File: src/rtl/dispense_cmd_tx.sv
// dispense_cmd_tx
//   Drives a motion-state / amount command bus toward a candy dispenser and,
//   for dispense commands, runs a flag/acknowledge handshake:
//     bus set -> hold SETUP_CYCLES -> raise candyflag -> wait ack -> drop flag
//     -> wait ack release -> done.
//   Every wait state is bounded by TIMEOUT_CYCLES; a timeout parks the bus at
//   stop (000 / 00) and reports an error code on status_o.
//
// Ports
//   clk, rst       : clock (rising edge), synchronous active-high reset
//   cmd_valid/ready: command handshake (accepted when both are 1)
//   cmd_state      : motion state code, cmd_amount: amount code,
//   cmd_dispense   : 1 = dispense (flag/handshake), 0 = motion-only
//   handshake_i    : asynchronous acknowledge from the dispenser
//   teststate_o    : registered motion-state bus
//   amount_o       : registered amount bus
//   candyflag_o    : registered dispense request
//   done_o         : one-cycle completion pulse
//   status_o       : 00 ok, 01 ack timeout, 10 release timeout, 11 bad amount
//   busy_o         : FSM not idle
module dispense_cmd_tx #(
    parameter int unsigned SETUP_CYCLES   = 4,
    parameter int unsigned TIMEOUT_CYCLES = 2080000
) (
    input  logic       clk,
    input  logic       rst,
    input  logic       cmd_valid,
    output logic       cmd_ready,
    input  logic [2:0] cmd_state,
    input  logic [1:0] cmd_amount,
    input  logic       cmd_dispense,
    input  logic       handshake_i,
    output logic [2:0] teststate_o,
    output logic [1:0] amount_o,
    output logic       candyflag_o,
    output logic       done_o,
    output logic [1:0] status_o,
    output logic       busy_o
);

    // The counter also times the setup hold, so it must cover SETUP_CYCLES
    // should that ever exceed TIMEOUT_CYCLES; normally TIMEOUT dominates.
    localparam int unsigned CNT_MAX = (TIMEOUT_CYCLES > SETUP_CYCLES) ?
                                      TIMEOUT_CYCLES : SETUP_CYCLES;
    localparam int unsigned CW      = $clog2(CNT_MAX + 1);

    localparam logic [CW-1:0] SETUP_LIM = CW'(SETUP_CYCLES);
    localparam logic [CW-1:0] TO_LIM    = CW'(TIMEOUT_CYCLES - 1);
    localparam logic [CW-1:0] CNT_SAT   = CW'(CNT_MAX);

    localparam logic [1:0] ST_OK      = 2'b00;
    localparam logic [1:0] ST_ACK_TO  = 2'b01;
    localparam logic [1:0] ST_REL_TO  = 2'b10;
    localparam logic [1:0] ST_BAD_AMT = 2'b11;

    typedef enum logic [1:0] {IDLE, SETUP, WAIT_ACK, WAIT_REL} state_t;

    state_t        state_q, state_d;
    logic [CW-1:0] cnt_q, cnt_d, cnt_inc;
    logic [2:0]    teststate_q, teststate_d;
    logic [1:0]    amount_q, amount_d;
    logic          candyflag_q, candyflag_d;
    logic          done_q, done_d;
    logic [1:0]    status_q, status_d;
    logic          dispense_q, dispense_d;
    logic          sync1_q, sync1_d;
    logic          sync_ack_q, sync_ack_d;

    assign cmd_ready   = (state_q == IDLE) && !rst;
    assign busy_o      = (state_q != IDLE);
    assign teststate_o = teststate_q;
    assign amount_o    = amount_q;
    assign candyflag_o = candyflag_q;
    assign done_o      = done_q;
    assign status_o    = status_q;

    always_comb begin
        sync1_d     = handshake_i;
        sync_ack_d  = sync1_q;
        state_d     = state_q;
        cnt_d       = cnt_q;
        teststate_d = teststate_q;
        amount_d    = amount_q;
        candyflag_d = candyflag_q;
        done_d      = 1'b0;
        status_d    = status_q;
        dispense_d  = dispense_q;
        cnt_inc     = (cnt_q == CNT_SAT) ? cnt_q : cnt_q + 1'b1;

        case (state_q)
            IDLE: begin
                if (cmd_valid && cmd_ready) begin
                    if (cmd_dispense && (cmd_amount == 2'b11)) begin
                        // Rejected in place: bus untouched, stay idle.
                        done_d   = 1'b1;
                        status_d = ST_BAD_AMT;
                    end else begin
                        teststate_d = cmd_state;
                        amount_d    = cmd_amount;
                        dispense_d  = cmd_dispense;
                        cnt_d       = '0;
                        state_d     = SETUP;
                    end
                end
            end
            SETUP: begin
                if (sync_ack_q && (cnt_q >= TO_LIM)) begin
                    // Ack never released since before the command: give up
                    // without ever raising the flag.
                    state_d     = IDLE;
                    done_d      = 1'b1;
                    status_d    = ST_REL_TO;
                    teststate_d = '0;
                    amount_d    = '0;
                end else if (!sync_ack_q && (cnt_q >= SETUP_LIM)) begin
                    if (dispense_q) begin
                        state_d     = WAIT_ACK;
                        candyflag_d = 1'b1;
                        cnt_d       = '0;
                    end else begin
                        state_d  = IDLE;
                        done_d   = 1'b1;
                        status_d = ST_OK;
                    end
                end else begin
                    cnt_d = cnt_inc;
                end
            end
            WAIT_ACK: begin
                if (sync_ack_q) begin
                    candyflag_d = 1'b0;
                    state_d     = WAIT_REL;
                    cnt_d       = '0;
                end else if (cnt_q >= TO_LIM) begin
                    candyflag_d = 1'b0;
                    teststate_d = '0;
                    amount_d    = '0;
                    state_d     = IDLE;
                    done_d      = 1'b1;
                    status_d    = ST_ACK_TO;
                end else begin
                    cnt_d = cnt_inc;
                end
            end
            WAIT_REL: begin
                if (!sync_ack_q) begin
                    state_d  = IDLE;
                    done_d   = 1'b1;
                    status_d = ST_OK;
                end else if (cnt_q >= TO_LIM) begin
                    teststate_d = '0;
                    amount_d    = '0;
                    state_d     = IDLE;
                    done_d      = 1'b1;
                    status_d    = ST_REL_TO;
                end else begin
                    cnt_d = cnt_inc;
                end
            end
            default: state_d = IDLE;
        endcase
    end

    always_ff @(posedge clk) begin
        if (rst) begin
            state_q     <= IDLE;
            cnt_q       <= '0;
            teststate_q <= '0;
            amount_q    <= '0;
            candyflag_q <= 1'b0;
            done_q      <= 1'b0;
            status_q    <= '0;
            dispense_q  <= 1'b0;
            sync1_q     <= 1'b0;
            sync_ack_q  <= 1'b0;
        end else begin
            state_q     <= state_d;
            cnt_q       <= cnt_d;
            teststate_q <= teststate_d;
            amount_q    <= amount_d;
            candyflag_q <= candyflag_d;
            done_q      <= done_d;
            status_q    <= status_d;
            dispense_q  <= dispense_d;
            sync1_q     <= sync1_d;
            sync_ack_q  <= sync_ack_d;
        end
    end

endmodule

File: config.mk
export PLATFORM = sky130hd
export DESIGN_NAME = dispense_cmd_tx
export DESIGN_NICKNAME = d
export VERILOG_FILES = /design/src/rtl/dispense_cmd_tx.sv
export SDC_FILE = /design/constraint.sdc
export NUM_CORES = 1
export LEC_CHECK = 0
export CORE_UTILIZATION = 25
export DETAILED_ROUTE_END_ITERATION = 7
export PLACE_DENSITY_LB_ADDON = 0.05
export RECOVER_POWER = 25
export SETUP_SLACK_MARGIN = 0.5
export SYNTH_ARGS = -nofsm -noshare
export SYNTH_HDL_FRONTEND = slang
export SYNTH_SLANG_ARGS = --single-unit
File: constraint.sdc
create_clock -name clk -period 3.35 [get_ports clk]
set_input_delay 0.335 -clock clk [delete_from_list [all_inputs] [get_ports clk]]
set_output_delay 0.335 -clock clk [all_outputs]
set_load 0.02 [all_outputs]
# [Yosys cells after proc, flatten, opt, wreduce, memory -nomap -nowiden]
# Cells that the tools add are included.
[word_totals] regBits=35 out_inout_bits=11 word_cells=108
[op_classes] n_addsub=1 order_cmp=2 eq_ne=20 muxes=58 bitwise_logic=1 reduce_logical=16
[op_table] cell="2-to-1 mux 21 bit" n=9
[op_table] cell="one-hot mux 21 bit (4 select lines)" n=1
[op_table] cell="2-to-1 mux 2 bit" n=23
[op_table] cell="one-hot mux 2 bit (4 select lines)" n=3
[op_table] cell="adder 21 x 1 -> 21 bit (second input constant)" n=1
[op_table] cell="== test 21 bit (second input constant)" n=1
[op_table] cell="greater-or-equal comparator 21 bit (second input constant)" n=1
[op_table] cell="greater-or-equal comparator 21 x 3 -> 1 bit (second input constant)" n=1
[op_table] cell="2-to-1 mux 3 bit" n=6
[op_table] cell="!= test 2 bit (second input constant)" n=8
[op_table] cell="!= test 3 bit (second input constant)" n=5
[op_table] cell="AND reduction 5 bit" n=3
[op_table] cell="2-to-1 mux 1 bit" n=13
[op_table] cell="one-hot mux 3 bit (4 select lines)" n=1
[op_table] cell="AND reduction 7 bit" n=1
[op_table] cell="== test 2 bit (second input constant)" n=3
[op_table] cell="AND reduction 3 bit" n=2
[op_table] cell="logical AND 1 bit" n=5
[op_table] cell="!= test 2 x 1 -> 1 bit (second input constant)" n=2
[op_table] cell="one-hot mux 1 bit (4 select lines)" n=1
[op_table] cell="nonzero test 2 bit" n=2
[op_table] cell="== test 2 x 1 -> 1 bit (second input constant)" n=1
[op_table] cell="logical NOT 1 bit" n=2
[op_table] cell="logical NOT 2 bit" n=1
[op_table] cell="other kinds (2)" n=2

# [Logic depth before layout (Yosys ltp)]
[depth] depth_word=5 mapped_depth=10 ltp_nobuf=9

# [Least setup slack after synthesis]
# Ideal clock, no wire load.
[synth_timing] kind="register to register" start="register cnt_q[10]" end="register cnt_q[8]" t_arrival_ns=2.214 required_time_ns=3.224 path_slack_ns=1.010 stages_incl_launch_ff=11 path_buffers=3 period_less_slack_ns=2.340 cell_sequence="dfxtp_1 buf_6 or4_1 nor3_1 and3_1 buf_6 o31ai_2 o31a_4 buf_6 o21ai_1 o21ai_1"
[synth_between] elab_chain_len=5 elab_cells_between_ends=15 classes_between="2 x order compare; 3 x eq/ne; 7 x mux; 3 x reduce/logical"
[synth_rtl] element="from (decl)" line="59" text="logic [CW-1:0] cnt_q, cnt_d, cnt_inc;"
[synth_rtl] element="from (signal assigned)" line="178" text="cnt_q <= cnt_d;"
[synth_rtl] element="greater-or-equal comparator 21 x 3 -> 1 bit / == test 21 bit (equally long branches)" line="115, 88"
[synth_rtl] element="logical AND 1 bit / 2-to-1 mux 21 bit (equally long branches)" line="115, 88"
[synth_rtl] element="2-to-1 mux 21 bit, on equally long branches" line="115, 134, 150"
[synth_rtl] element="2-to-1 mux 21 bit, on equally long branches" line="107, 130, 146"
[synth_rtl] element="one-hot mux 21 bit (4 select lines)" line="90" text="case (state_q)"
# Several ways; a longest one is shown, not always the timed one. The select of a mux whose other input is x is not followed.
# A chain may end at the register's enable or synchronous reset.

# [Final worst setup path]
[layout_timing] start="register state_q[0]" end="output cmd_ready"
[layout_between] elab_chain_len=2
[layout_rtl] element="from (decl)" line="58" text="state_t state_q, state_d;"
[layout_rtl] element="from (signal assigned)" line="177" text="state_q <= state_d;"
[layout_rtl] element="logical NOT 2 bit" line="69" text="assign cmd_ready = (state_q == IDLE) && !rst;"
[layout_rtl] element="logical AND 1 bit" line="69"
[layout_rtl] element="to (decl)" line="28" text="output logic cmd_ready,"
# Every way passes these cells.

==> summary.txt <==
hold depth = 1
layout cells sized above 1 = 11.7%
CP max stage delay = 0.68 ns
register area = 701 um^2
Yosys top cell area share = 32.0%
row cnt = 33
class of the tightest hold or removal check = reg -> reg
Leak = 0.881 nW
WP depth = 4
final number of hold-violating endpoints = 0
height of the chip = 95.6 um
RR Endpoint = cnt_q[3]
H-tree depth = 2
global-route wire length before repair = 10700 um
worst endpoint required time = 3.01 ns
Crit Path Max Fanout = 16
multi-input logic area = 1360 um^2
clk sinks = 35
IO Count = 21
Residual DRC = 0
core area = 8340 um^2
Netlist cell types = 52
DR WL/cell = 15.8 um
critical path, cell by cell = nor2_1 > inv_1 > nor2_1 > clkdlybuf4s50_1
sequential area share after synthesis = 32.0%
Initial Utilization = 26.2%
Crit Path Class = reg -> out
pins over their slew limit = 0
number of diodes = 0
Period Utilization, post-route = 78.3%
worst path buffer plus inverter count = 2
critical path launch point type = flip-flop
max-cap violations = 0
family with the most delay on the worst path = buffers and inverters
Critical Path AT = 2.29 ns
clk_skew = 0.00689 ns
First-pass DRT Iterations = 4
Die X = 95.6 um
clk_lat worst skew = 0.29 ns
R2R setup slack = 0.73 ns
Synth Warn # = 0
GPL Wtd Cong = 0.794
Slew HR = 58.6%
area delta synth->final = 19.9%
min-delay src = sync1_q
initial antenna violation count = 0
Via density = 5.23
CP Capture Type = output pin
largest net degree at the start of global routing = 19
First DRT Iteration DRCs = 114
Mapped Cells = 286
fin crit period = 2.62 ns
post-layout util = 31.5%
cell taking the most area after synthesis = dfxtp_1
Synth Net Count = 298
PortBufs = 20
worst slew pin tran = 0.615 ns
Synth Cell Area = 2190 um^2
Final Net Count = 319
filler instances = 926
final setup vio count = 0
top cells by area, synth = dfxtp_1 32%, nand2_1 5.8%, nor2_1 4.3%, o21ai_0 3.7%, o21ai_1 3.7%
vias in the first global route = 2043
worst r2r src = cnt_q[5]
Seq cells post-synth = 35
status = finished, final reports clean
design area = 2620 um^2
Max Freq = 381 MHz
Clock transition at path regs = 0.08 ns
Hold Path Sink = sync_ack_q
PD cells = 342 nW/um^2
most used cell along the critical path = nor2_1
CTS buffer count = 5
die area = 9130 um^2
Area after DPL = 2480 um^2
DPL Wire Length = 4730 um
syn_area_per_cell = 7.65 um^2
Reg2Reg Depth = 7
Setup Total Neg Slack = 0 ns
unrepaired setup endpoints after global routing = no
TritonCTS clock tree = yes
via count = 2161
Remaining Overflow, GRT = 0
critical path's slowest cell = clkdlybuf4s50_1
clock root cell = clkbuf_8
GR Util All Layers = 15.3%
number of routed nets with antenna violations = 0
Worst Setup SP = state_q[0]
Post-CTS Hold Buffers = 0
Clock Path Buffers = 2
final WL = 6510 um
VDD IR max = 0.000148 V
final hold slack = 0.440 ns
[routing by layer]
layer | wire length [um] | vias to the layer above | global-route usage, % | part of all wire (%)
li1 | - | 1093 | - | -
met5 | 0 | - | 0 | 0
met1 | 3370 | 1007 | 22.4 | 52
met2 | 2810 | 52 | 22.3 | 43
met4 | 80 | 0 | 4.10 | 1.2
met3 | 243 | 9 | 3.19 | 3.7
[through the flow]
stage / cells / setup WS, ns / power (mW)
2_1_floorplan: 286 / 1.01 / 0.516
3_3_place_gp: 402 / 0.531 / 0.564
3_5_place_dp: 402 / 0.515 / 0.561
4_1_cts: 413 / 0.602 / 0.917
5_1_grt: 413 / 0.500 / 0.947
6_report: 413 / 0.728 / 0.898
[sequential cells by signal, indices dropped and copies added (netlist names)]
name,cells
amount_o,2
candyflag_o,1
cnt_q,21
dispense_q,1
done_o,1
state_q,2
status_o,2
sync1_q,1
sync_ack_q,1
teststate_o,3
[where the power goes]
group	switching, mW	internal [mW]	total [mW]
combinational	0.0677	0.0479	0.116
sequential	0.0110	0.424	0.435
clock	0.159	0.188	0.347
[how the worst max path moves through the flow]
stage | endpoint | slack (ns)
finish | cmd_ready | 0.73
floorplan | cnt_q[8] | 1.01
detailed placement | cnt_q[15] | 0.52
global placement | cnt_q[15] | 0.53
CTS | cnt_q[3] | 0.60
global route | cnt_q[3] | 0.50
[cells in the mapped netlist (all sizes together)]
library cell	count
dfxtp	35
nand2	34
o21ai	33
nor2	25
a21oi	16
inv	15
nand3	15
clkbuf	12
nand4	10
a211oi	7
nor3	7
a31oi	6
buf	5
nand2b	5
o31a	5
and3	4
nor2b	4
a32oi	3
a41oi	3
nand3b	3
nor4	3
o211ai	3
o22ai	3
o31ai	3
or3	3
or4	3
and4	2
ha	2
o2111ai	2
o21a	2
or2	2
a221oi	1
and2	1
and2b	1
mux2	1
mux2i	1
nand4b	1
nor4b	1
o21bai	1
o221a	1
o2bb2a	1
o311ai	1
[cells in the final DEF, fill, tap and decap left out, types with 5 or more instances in the layout]
master           netlist  layout
a21oi_1               13      13
dfxtp_1               35      35
buf_4                  0      10
a31oi_1                6       6
nor3_1                 6       5
nor2_1                25      25
o21ai_0               16      16
clkdlybuf4s50_1        0      11
nand2b_1               5       5
nand2_1               34      34
o21ai_1               16      16
nand3_1               15      15
nand4_1               10      10
inv_1                 15      15
clkbuf_8               0       7
dlygate4sd3_1          0       9
a211oi_1               7       7
[cell type report]
type / instances / share of cell area, %
Multi-Input combinational cell: 219 / 51.7
Inverter: 15 / 2.15
Tap cell: 105 / 5.01
Sequential cell: 35 / 26.7
Timing Repair Buffer: 31 / 10.6
Clock buffer: 8 / 3.81
[cell families (layout without fill, tap and decap cells)]
family / count (synthesis) / count (layout) / synth area share (%)
simple gates: 124 / 124 / 30.1
compound gates: 91 / 91 / 28.8
flops: 35 / 35 / 32.0
buf+inv: 32 / 54 / 6.92
fa+ha+maj: 2 / 2 / 1.14
mux: 2 / 2 / 0.972
[worst reg2reg max path, delay by kind of cell (launching register included)]
kind	cells	cell delay, ns
flip-flops	1	0.34
AO/OA/AOI/OAI	4	0.94
AND/OR/NAND/NOR	3	1.21
[repair_timing]
item,in CTS,in global routing
gates cloned,0,0
buffers inserted,3,0
pin swaps,1,0
endpoints found under the setup margin,3,25
gates resized for setup,0,3
(Power assumes the default switching activity.)
